**src/rtl/seq_mod_red.sv**
```systemverilog
// Sequential modular reducer: x mod m, one operand bit per cycle, MSB first.
// Moduli: ed25519 field prime q, group order l, or an external value.
module seq_mod_red #(
  parameter int IN_W  = 512,
  parameter int OUT_W = 256
) (
  input  logic             clk,
  input  logic             rst,
  input  logic             start,
  input  logic [IN_W-1:0]  x,
  input  logic [1:0]       mode,
  input  logic [OUT_W-1:0] m_ext,
  output logic             busy,
  output logic             done,
  output logic [OUT_W-1:0] mod,
  output logic             err
);

  localparam int CW = $clog2(IN_W);

  localparam logic [255:0] Q_C =
    256'h7fffffff_ffffffff_ffffffff_ffffffff_ffffffff_ffffffff_ffffffff_ffffffed;
  localparam logic [255:0] L_C =
    256'h10000000_00000000_00000000_00000000_14def9de_a2f79cd6_5812631a_5cf5d3ed;

  localparam logic [OUT_W-1:0] Q_M = OUT_W'(Q_C);
  localparam logic [OUT_W-1:0] L_M = OUT_W'(L_C);

  typedef enum logic [1:0] {
    IDLE,
    RUN,
    FIN
  } state_t;

  state_t           state_q, state_d;
  logic [IN_W-1:0]  x_q, x_d;
  logic [OUT_W-1:0] m_q, m_d;
  logic [OUT_W-1:0] r_q, r_d;
  logic [CW-1:0]    cnt_q, cnt_d;
  logic             busy_q, busy_d;
  logic             done_q, done_d;
  logic             err_q, err_d;
  logic [OUT_W-1:0] mod_q, mod_d;

  logic [OUT_W-1:0] m_sel;
  logic [OUT_W:0]   t;
  logic             t_ge;
  logic [OUT_W-1:0] t_diff;
  logic [OUT_W-1:0] r_nxt;

  // Resolve the modulus selected by mode at the time of capture.
  always_comb begin
    m_sel = Q_M;
    unique case (mode)
      2'd0: m_sel = Q_M;
      2'd1: m_sel = L_M;
      2'd2: m_sel = m_ext;
      2'd3: m_sel = Q_M;
    endcase
  end

  // One shift-and-subtract step; the carry bit t[OUT_W] forces t >= m.
  always_comb begin
    t      = {r_q, x_q[IN_W-1]};
    t_ge   = t[OUT_W] | (t[OUT_W-1:0] >= m_q);
    t_diff = t[OUT_W-1:0] - m_q;
    r_nxt  = t_ge ? t_diff : t[OUT_W-1:0];
  end

  // Next-state and registered-output logic for IDLE/RUN/FIN.
  always_comb begin
    state_d = state_q;
    x_d     = x_q;
    m_d     = m_q;
    r_d     = r_q;
    cnt_d   = cnt_q;
    busy_d  = busy_q;
    done_d  = 1'b0;
    err_d   = err_q;
    mod_d   = mod_q;
    unique case (state_q)
      IDLE: begin
        if (start) begin
          state_d = RUN;
          x_d     = x;
          m_d     = m_sel;
          r_d     = '0;
          cnt_d   = CW'(IN_W - 1);
          busy_d  = 1'b1;
          err_d   = 1'b0;
        end
      end
      RUN: begin
        x_d   = x_q << 1;
        r_d   = r_nxt;
        cnt_d = cnt_q - 1'b1;
        if (cnt_q == '0) begin
          state_d = FIN;
          cnt_d   = '0;
          busy_d  = 1'b0;
          done_d  = 1'b1;
          err_d   = (m_q == '0);
          mod_d   = (m_q == '0) ? '0 : r_nxt;
        end
      end
      FIN: begin
        state_d = IDLE;
      end
      default: begin
        state_d = IDLE;
        busy_d  = 1'b0;
      end
    endcase
  end

  // State registers with synchronous reset.
  always_ff @(posedge clk) begin
    if (rst) begin
      state_q <= IDLE;
      x_q     <= '0;
      m_q     <= '0;
      r_q     <= '0;
      cnt_q   <= '0;
      busy_q  <= 1'b0;
      done_q  <= 1'b0;
      err_q   <= 1'b0;
      mod_q   <= '0;
    end else begin
      state_q <= state_d;
      x_q     <= x_d;
      m_q     <= m_d;
      r_q     <= r_d;
      cnt_q   <= cnt_d;
      busy_q  <= busy_d;
      done_q  <= done_d;
      err_q   <= err_d;
      mod_q   <= mod_d;
    end
  end

  assign busy = busy_q;
  assign done = done_q;
  assign err  = err_q;
  assign mod  = mod_q;

endmodule
```
**config.mk**
```make
export PLATFORM = sky130hd
export DESIGN_NAME = seq_mod_red
export DESIGN_NICKNAME = d
export VERILOG_FILES = /design/src/rtl/seq_mod_red.sv
export SDC_FILE = /design/constraint.sdc
export NUM_CORES = 2
export LEC_CHECK = 0
export CAP_MARGIN = 20
export CORE_AREA = 2 2 404 406
export DETAILED_ROUTE_END_ITERATION = 6
export DIE_AREA = 0 0 406 408
export PLACE_DENSITY = 0.67
export SLEW_MARGIN = 5
export SYNTH_ARGS = -nofsm -noshare
export SYNTH_HDL_FRONTEND = slang
export SYNTH_SLANG_ARGS = --single-unit
```
**constraint.sdc**
```tcl
create_clock -name clk -period 6.7 [get_ports clk]
set_input_delay 1.34 -clock clk [delete_from_list [all_inputs] [get_ports clk]]
set_output_delay 1.34 -clock clk [all_outputs]
set_load 0.1 [all_outputs]
```
==> flow_summary.ini <==
[logic_synthesis]
synth_area_leaders = dfxtp_1 (36%), nand2_1 (10%), a21oi_1 (8.1%), nor2_1 (6.5%), a311oi_1 (6.3%)
synth_cells = 9929
postSynthAreaPerCell_um2 = 7.189
synth_edf_count = 0
syn_area_um2 = 71380
ys_async_sr_fraction = 0
synth_top_area_cell = dfxtp_1
ys_seq_elements = 1294
yosysUniqueCellTypes = 94
synthFlopType = dfxtp_1
synth_top_area_frac = 0.3629
synth_seq_area_share = 0.3629
yosysWarnings = 0
synth_fp_nets = 10962

[floorplan]
die_area_um2 = 165600
rows = 148
die_width_um = 406
dieHeight_um = 408
pin_count = 1032
initial_core_util = 0.4416
core_area_um2 = 161700

[worst_setup_path]
r2r_start = m_q[57]
worstSetupEndpointType = register
cpLargestDelayFamily = simple AND/OR/NAND/NOR gates
path_cells = inv_1 -> ha_1 -> nand2_1 -> nor2_1 -> nand2_1 -> nor3_1 -> nand4_1 -> nor4_2 -> nand4_1 -> a2111oi_4 -> nor3_2 -> buf_12 -> buf_4 -> a21oi_1 -> o21ai_0
crit_end = r_q[36]
crit_slowest_cell = a2111oi_4
crit_start = m_q[57]
crit_path_max_incr_delay_ps = 790
r2r_cells = 15
rrSetupSlack_ps = 360
crit_fanout = 123
worstSetupPathDepth = 15
crit_required_ps = 7340
cp-start-kind = register
arrival_ps = 6990
r2r-end = r_q[36]
crit_buf_inv = 3
critPathKind = reg -> reg

[clock_tree]
h-tree-depth = 4
cts_tree = done
numCtsBuffers = 149
ctsLongestPathBuffers = 3
hold_buffers = 0
post_cts_buffers = 0
cts_sinks = 1294
cts_root_buf = clkbuf_16
clk_latency_ps = 820
post_cts_resized = 0
cts.clk_slew.worst_paths_ps = 60

[job]
maxCapViolCount = 0

[place]
dp_hpwl_mm = 244.1
gp_congestion = 1.013
dp_slack_ps = 201.7
postPlaceCellArea_um2 = 82730
numPortBuffers = 1031

[sta]
fin_ws_ps = 356.3
hold_viol = 0
tightestPinTransition_ps = 1732
slew_violations = 95
fmax_ghz = 0.1576
finalSetupTns_ps = 0
slew_headroom = -0.1546
fin_crit_ps = 6344
period_share = 0.9468
setup_viol = 0
rsz0062_at_grt = false
fin_skew_ps = 44.42

[route]
drc = 0
wire_per_inst_um = 24.61
via_per_inst = 5.973
drt-pass1-iter-count = 6
drt-total-wl_mm = 315.2
antenna_left = 0
drt_iter0_drc = 7840
dr_total_vias = 76496

[power]
p_leak_nw = 34.85
power_density_nw_per_um2 = 242.3
vdd_ir_drop_max_uv = 277.7

[run_status]
status = finished with violations
violations = max-slew violations

[finish]
syn2layout_area_growth_pct = 23.35
layout_common_cells = nand2_1 (1925), dfxtp_1 (1294), nor2_1 (1226)
drive_gt1_frac = 0.04197
nFillCells = 15615
fin_area_um2 = 88050
post-route-util = 0.5447
final_common_cell = nand2_1
nNetsFinal = 11494

[global_route]
grt-ovfl-total = 0
antenna_found_initial = 99
grt_max_degree = 277
grt_pass1_wl_mm = 461.0
grt_usage = 0.3637
grt_pass1_vias = 71573

[min_path]
hp-class = reg -> reg
logic make-up (layout without fill, tap and decap cells):
kind of cell             count (synthesis)  in the layout  share of synthesized area
other                                    0             52                          0
AND/OR/NAND/NOR                       3894           3894                     0.2262
multiplexers                            42             42                   0.005995
flip-flops                            1294           1294                     0.3629
AO/OA/AOI/OAI                         3070           3070                     0.2693
buffers and inverters                 1123           1773                    0.05979
adder cells (fa/ha/maj)                260            260                    0.04568
XOR/XNOR                               246            246                    0.03018
report_power, final:
| group | leakage, nW | switching, mW | internal [mW] | total (mW) |
|---|---|---|---|---|
| clock | 2.55 | 3.55 | 5.06 | 8.61 |
| sequential | 10.6 | 0.307 | 8.18 | 8.48 |
| combinational | 21.7 | 2.79 | 1.45 | 4.24 |
Yosys cell counts, types with 23 or more instances:
library cell / number
a211oi_1: 85
a21boi_0: 39
a21o_1: 95
a21oi_1: 1156
a311oi_1: 515
a31oi_1: 23
buf_1: 32
buf_2: 39
clkbuf_1: 692
dfxtp_1: 1294
ha_1: 259
inv_1: 359
mux2i_1: 36
nand2_1: 1926
nand2b_1: 25
nand3_1: 48
nand4_1: 189
nor2_1: 1229
nor3_1: 268
nor4_1: 105
o211ai_1: 25
o21a_1: 46
o21ai_0: 436
o21ai_1: 350
o21bai_1: 100
o31ai_1: 36
xnor2_1: 133
xor2_1: 113
worst register-to-register path: cells and delay by family (launching register included):
kind,cells,cell delay (ps)
simple gates,8,2820
fa+ha+maj,1,390
flops,1,540
buf+inv,3,880
compound gates,3,1540
through the flow:
stage,cells,power [mW],hold slack [ps]
3_3_place_gp,12477,12.75,437.0
4_1_cts,12753,21.34,448.8
5_1_grt,12792,22.15,464.7
3_5_place_dp,12484,12.78,442.0
2_1_floorplan,9929,11.18,431.4
6_report,12806,21.34,448.4
layer usage:
metal / share of wire / GRT usage / wire length (um) / vias to the layer above
met5: 0.0016 / 0 / 511 / -
met3: 0.082 / 0.08503 / 25800 / 610
met4: 0.044 / 0.1493 / 13740 / 74
met1: 0.42 / 0.4690 / 131600 / 36664
met2: 0.46 / 0.5817 / 143500 / 3017
li1: - / - / - / 36131
registers in the layout, summed over array words and instances, names as in the netlist:
name	flops
busy	1
mod	256
r_q	256
state_q	2
done	1
x_q	512
err	1
m_q	256
cnt_q	9
how the worst min path moves through the flow:
stage,from,endpoint,slack [ps],cells after the start
floorplan,r_q[252],r_q[252],430,2
global placement,mod[54],mod[54],440,2
detailed placement,mod[76],mod[76],440,2
CTS,x_q[287],x_q[288],450,2
global route,mod[217],mod[217],460,2
finish,mod[217],mod[217],450,2
layout make-up:
cell class              instances  area [um^2]  area share
multi-input cells            7512        41310      0.4692
clock inverters                53        749.5    0.008512
inverters                     359         1348     0.01530
repair buffers               1145        11460      0.1301
diodes                         52        130.1    0.001478
clock buffers                 216         4424     0.05025
well taps                    2175         2721     0.03091
flip-flops and latches       1294        25900      0.2942
No activity file was read; power rests on OpenSTA's default activity.
